### src/rtl/seg7_scan_driver.sv
// ---------------------------------------------------------------------------
// seg7_scan_driver
//
// Eight-digit multiplexed seven-segment display driver for a common-anode
// board. A 32-bit value (eight hex nibbles), a decimal-point mask and a
// leading-zero blanking enable are captured into shadow registers on
// Data_Valid. The digits are then time-multiplexed, and each digit is shown
// for ScanDivider clock cycles.
//
// Parameters:
//   ScanDivider      clock cycles per digit slot (>= 1)
//   NrOfBits         width of the scan counter; must hold ScanDivider-1
//
// Ports:
//   FPGA_GlobalClock  in   sole clock, rising edge
//   FPGA_GlobalReset  in   asynchronous active-high reset
//   Data_In[31:0]     in   display value, nibble i on digit i (digit 0 rightmost)
//   Data_Valid        in   capture strobe for Data_In / DP_Mask / Blank_En
//   DP_Mask[7:0]      in   bit i lights the decimal point of digit i
//   Blank_En          in   1 = blank leading zero digits
//   Seg[7:0]          out  active-low segments, bit0 = a .. bit6 = g, bit7 = dp
//   NA[7:0]           out  active-low digit enables, bit i = digit i
// ---------------------------------------------------------------------------
module seg7_scan_driver #(
    parameter int ScanDivider = 50000,
    parameter int NrOfBits    = 32
) (
    input  logic        FPGA_GlobalClock,
    input  logic        FPGA_GlobalReset,
    input  logic [31:0] Data_In,
    input  logic        Data_Valid,
    input  logic [7:0]  DP_Mask,
    input  logic        Blank_En,
    output logic [7:0]  Seg,
    output logic [7:0]  NA
);

    localparam logic [NrOfBits-1:0] LastCount = NrOfBits'(ScanDivider - 1);

    logic [NrOfBits-1:0] count_q, count_d;
    logic [2:0]          idx_q, idx_d;
    logic [31:0]         disp_q, disp_d;
    logic [7:0]          dp_q, dp_d;
    logic                blank_q, blank_d;
    logic [7:0]          seg_q, seg_d;
    logic [7:0]          na_q, na_d;

    logic                tick;
    logic [3:0]          nibble;
    logic [6:0]          pattern;     // active-high gfedcba
    logic [7:0]          upper_zero;  // bit i: nibbles i..7 of disp_q are all zero
    logic                blank_now;

    // -----------------------------------------------------------------------
    // Scan counter and digit index
    // -----------------------------------------------------------------------
    always_comb begin
        tick    = (count_q == LastCount);
        count_d = tick ? '0 : count_q + NrOfBits'(1);
        idx_d   = tick ? idx_q + 3'd1 : idx_q;
    end

    // -----------------------------------------------------------------------
    // Shadow registers
    // -----------------------------------------------------------------------
    always_comb begin
        disp_d  = disp_q;
        dp_d    = dp_q;
        blank_d = blank_q;
        if (Data_Valid) begin
            disp_d  = Data_In;
            dp_d    = DP_Mask;
            blank_d = Blank_En;
        end
    end

    // -----------------------------------------------------------------------
    // Output decode, built from the register values before the edge
    // -----------------------------------------------------------------------
    always_comb begin
        nibble = disp_q[{idx_q, 2'b00} +: 4];
        case (nibble)
            4'h0:    pattern = 7'h3F;
            4'h1:    pattern = 7'h06;
            4'h2:    pattern = 7'h5B;
            4'h3:    pattern = 7'h4F;
            4'h4:    pattern = 7'h66;
            4'h5:    pattern = 7'h6D;
            4'h6:    pattern = 7'h7D;
            4'h7:    pattern = 7'h07;
            4'h8:    pattern = 7'h7F;
            4'h9:    pattern = 7'h6F;
            4'hA:    pattern = 7'h77;
            4'hB:    pattern = 7'h7C;
            4'hC:    pattern = 7'h39;
            4'hD:    pattern = 7'h5E;
            4'hE:    pattern = 7'h79;
            default: pattern = 7'h71;
        endcase
    end

    always_comb begin
        upper_zero = '0;
        for (int i = 0; i < 8; i++) begin
            upper_zero[i] = (disp_q >> (4 * i)) == 32'd0;
        end
        // Digit 0 is never blanked so a zero value still shows a single '0'.
        blank_now = blank_q && (idx_q != 3'd0) && upper_zero[idx_q];
    end

    always_comb begin
        if (blank_now) begin
            seg_d = 8'hFF;
            na_d  = 8'hFF;
        end else begin
            seg_d = {~dp_q[idx_q], ~pattern};
            na_d  = ~(8'd1 << idx_q);
        end
    end

    // -----------------------------------------------------------------------
    // State registers
    // -----------------------------------------------------------------------
    always_ff @(posedge FPGA_GlobalClock or posedge FPGA_GlobalReset) begin
        if (FPGA_GlobalReset) begin
            count_q <= '0;
            idx_q   <= 3'd0;
            disp_q  <= 32'd0;
            dp_q    <= 8'd0;
            blank_q <= 1'b0;
            seg_q   <= 8'hFF;
            na_q    <= 8'hFF;
        end else begin
            count_q <= count_d;
            idx_q   <= idx_d;
            disp_q  <= disp_d;
            dp_q    <= dp_d;
            blank_q <= blank_d;
            seg_q   <= seg_d;
            na_q    <= na_d;
        end
    end

    assign Seg = seg_q;
    assign NA  = na_q;

endmodule

### config.mk
export PLATFORM = sky130hd
export DESIGN_NAME = seg7_scan_driver
export DESIGN_NICKNAME = d
export VERILOG_FILES = /design/src/rtl/seg7_scan_driver.sv
export SDC_FILE = /design/constraint.sdc
export NUM_CORES = 1
export LEC_CHECK = 0
export BUFFER_PORTS_ARGS = -buffer_cell sky130_fd_sc_hd__buf_2
export CORE_ASPECT_RATIO = 1.75
export CORE_UTILIZATION = 35
export DETAILED_ROUTE_END_ITERATION = 16
export PLACE_DENSITY = 0.62
export SYNTH_ARGS = -nofsm -noshare
export SYNTH_HDL_FRONTEND = slang
export SYNTH_SLANG_ARGS = --single-unit
### constraint.sdc
create_clock -name FPGA_GlobalClock -period 2.4 [get_ports FPGA_GlobalClock]
set_input_delay 0.12 -clock FPGA_GlobalClock [delete_from_list [all_inputs] [get_ports FPGA_GlobalClock]]
set_output_delay 0.12 -clock FPGA_GlobalClock [all_outputs]
set_load 0.02 [all_outputs]
==> results.sh <==
export IMPL_core_um2=12140
export IMPL_initial_utilization_pct=36.14
export IMPL_r2r_slack_ps=140
export IMPL_cts_tree="yes"
export IMPL_final_period_utilization_pct=94.23
export IMPL_grt_pass1_wl_mm=15.23
export IMPL_clock_latency_ps=350
export IMPL_synth_area_um2=4385
export IMPL_drt_iter0_drc=221
export IMPL_ioPinCount=60
export IMPL_grt_max_degree=62
export IMPL_diodes=0
export IMPL_numPortBuffers=59
export IMPL_cts_max_level=3
export IMPL_max_slew_worst_pin_slew_ps=932.6
export IMPL_fin_area_um2=5295
export IMPL_power_density_nw_per_um2=683.0
export IMPL_max_stage_delay_ps=550
export IMPL_cap_violations=0
export IMPL_finalSetupTns_ps=0
export IMPL_drc=0
export IMPL_clk_pin_slew_ps=60
export IMPL_cts_inserted_buffers=9
export IMPL_syn_inst=349
export IMPL_layout_nets=482
export IMPL_cp_max_fo=13
export IMPL_finClkSkew_ps=8.919
export IMPL_synth_main_ff_cell="dfrtp_1"
export IMPL_ys_ff_latch=92
export IMPL_slew_viol_final=0
export IMPL_synth_distinct_cells=42
export IMPL_async_flop_share_pct=100.0
export IMPL_cts_root_buffer="clkbuf_16"
export IMPL_cp_slowest_cell="mux4_2"
export IMPL_vias_per_cell=4.987
export IMPL_criticalPathCategory="reg2reg"
export IMPL_syn_nets=406
export IMPL_fmax_mhz=442.2
export IMPL_routedWlPerCell_um=15.79
export IMPL_whs_ps=4.911
export IMPL_layout_drive_gt1_share_pct=37.91
export IMPL_synthToLayoutAreaGrowth_pct=20.74
export IMPL_hp_class="in2reg"
export IMPL_crit_chain="buf_4, mux4_2, mux2i_4, mux2_1, a22o_1"
export IMPL_routabilityCongestion=0.8511
export IMPL_die_height_um=150.1
export IMPL_grt_pass1_vias=3008
export IMPL_num_rows=53
export IMPL_final_instance_count_excl_fill=595
export IMPL_synth_common_cells="dfrtp_1, mux2_2, nand2_1, nor2_1, nand3_1"
export IMPL_overflow=0
export IMPL_fp_dieArea_um2=13000
export IMPL_clock_sinks=92
export IMPL_placed_area_um2=4882
export IMPL_dieWidth_um=86.62
export IMPL_ys_warn_count=0
export IMPL_syn_avg_cell_area_um2=12.57
export IMPL_cp_start_kind="flop"
export IMPL_arrival_ps=2540
export IMPL_ant_nets=0
export IMPL_ys_seq_area_share_pct=52.95
export IMPL_rsz0062_at_grt="no"
export IMPL_leakage_nw=2.280
export IMPL_fin_crit_ps=2261
export IMPL_dp_cells=570
export IMPL_synth_top_area_share_pct=43.37
export IMPL_status="finished, final reports clean"
export IMPL_ir_drop_mv=0.3506
export IMPL_track_usage_pct=15.92
export IMPL_synthTopCellsByArea="dfrtp_1, mux2_2, dfstp_2, mux4_2, ha_1"
export IMPL_synth_most_common_cell="dfrtp_1"
export IMPL_synth_edf_count=0
export IMPL_slew_headroom_pct=37.83
export IMPL_hold_violations=0
export IMPL_dp_final_hpwl_mm=7.096
export IMPL_critPathCaptureType="flop"
export IMPL_drt_first_pass_iters=4
export IMPL_dr_total_vias=2967
export IMPL_yosys_area_top_type="dfrtp_1"
export IMPL_critPathRequiredTime_ps=2680
export IMPL_antenna_found_initial=0
export IMPL_drt_total_wl_mm=9.397
export IMPL_finalSetupViolCount=0
export IMPL_cts_max_path_buffers=2
-- state kept, by name (all words and copies together) (netlist names) --
name and count:
Seg 8, disp_q 32, dp_q 8, count_q 32
blank_q 1, NA 8, idx_q 3
-- placed cells by master, fill, tap and decap left out, types with 2 or more instances in the layout --
cell and n:
buf_4 11, dlygate4sd3_1 8, inv_1 12, nand4_1 8
clkbuf_16 9, nand2_1 24, dfrtp_1 75, clkinv_4 2
a21oi_1 3, o311ai_1 2, bufinv_16 2, and2_1 2
nor3_1 6, nand3_1 22, a22oi_1 2, xor2_1 12
and3_1 2, buf_2 59, mux2i_4 4, mux2_2 41
ha_1 13, dfstp_2 16, o211ai_1 2, xnor2_1 18
mux4_2 10, o21ai_1 3, nor2_1 24, clkinvlp_4 2
mux2_1 3, nor4_1 14
-- metal layers --
layer | global-route usage (%) | vias to the layer above | routed length, um
met2 | 28.21 | 68 | 5113
met3 | 3.309 | 20 | 322
met4 | 8.500 | 0 | 327
met1 | 17.57 | 1488 | 3633
li1 | - | 1391 | -
met5 | 0 | - | 0
-- area by class of cell --
cell class / instances / area (um^2)
Fill cell: 1143 / 6840
Sequential cell: 92 / 2323
Multi-Input combinational cell: 231 / 1931
Timing Repair Buffer: 78 / 457.9
Clock buffer: 9 / 225.2
Tap cell: 165 / 206.4
Clock inverter: 7 / 98.84
Inverter: 13 / 52.55
-- power by group --
part | internal (W) | switching, W | leakage (nW)
clock | 0.000917 | 0.000610 | 0.156
combinational | 0.000183 | 0.000182 | 1.00
sequential | 0.00166 | 0.0000680 | 1.12
total | 0.00276 | 0.000860 | 2.28
-- path summary, 6_finish.rpt --
kind,startpoint,end,depth (start not counted)
setup / recovery,idx_q[0]$_DFFE_PP0N_,Seg[6]$_DFF_PP1_,5
hold / removal,Data_In[1],disp_q[1]$_DFFE_PP0P_,2
setup reg to reg,idx_q[0]$_DFFE_PP0N_,Seg[6]$_DFF_PP1_,5
hold reg to reg,count_q[31]$_DFF_PP0_,count_q[31]$_DFF_PP0_,1
max in group asynchronous,FPGA_GlobalReset,idx_q[0]$_DFFE_PP0N_,4
min in group asynchronous,FPGA_GlobalReset,dp_q[6]$_DFFE_PP0P_,4
-- timing repair --
| action | 4_1_cts | 5_1_grt |
|---|---|---|
| hold buffers | 7 | 1 |
| gates resized for setup | 0 | 1 |
| hold endpoints to repair | 31 | 1 |
| setup buffers | 0 | 1 |
| endpoints found under the setup margin | 0 | 5 |
-- cells by family (layout without fill, tap and decap cells) --
kind of cell | count (synthesis) | count (layout) | synth area share, %
AO/OA/AOI/OAI | 19 | 19 | 2.996
XOR/XNOR | 30 | 30 | 5.991
adder cells (fa/ha/maj) | 13 | 13 | 3.709
buffers and inverters | 26 | 107 | 3.024
flip-flops | 92 | 92 | 52.95
multiplexers | 59 | 59 | 18.72
AND/OR/NAND/NOR | 110 | 110 | 12.61
-- metrics by stage --
step           utilization, %  power, W  setup slack [ps]
2_1_floorplan               -  0.001982             122.3
3_3_place_gp            40.23  0.002097             116.9
3_5_place_dp            40.23  0.002108             56.54
4_1_cts                 43.48  0.003646             45.10
5_1_grt                 43.63  0.003758             23.37
6_report                43.63  0.003616             138.6
-- critical path, delay by kind of cell (launching register included) --
kind | cells | cell delay, ps
flip-flops | 1 | 470
AO/OA/AOI/OAI | 1 | 240
multiplexers | 3 | 1290
buffers and inverters | 1 | 200
(Power assumes the default switching activity.)
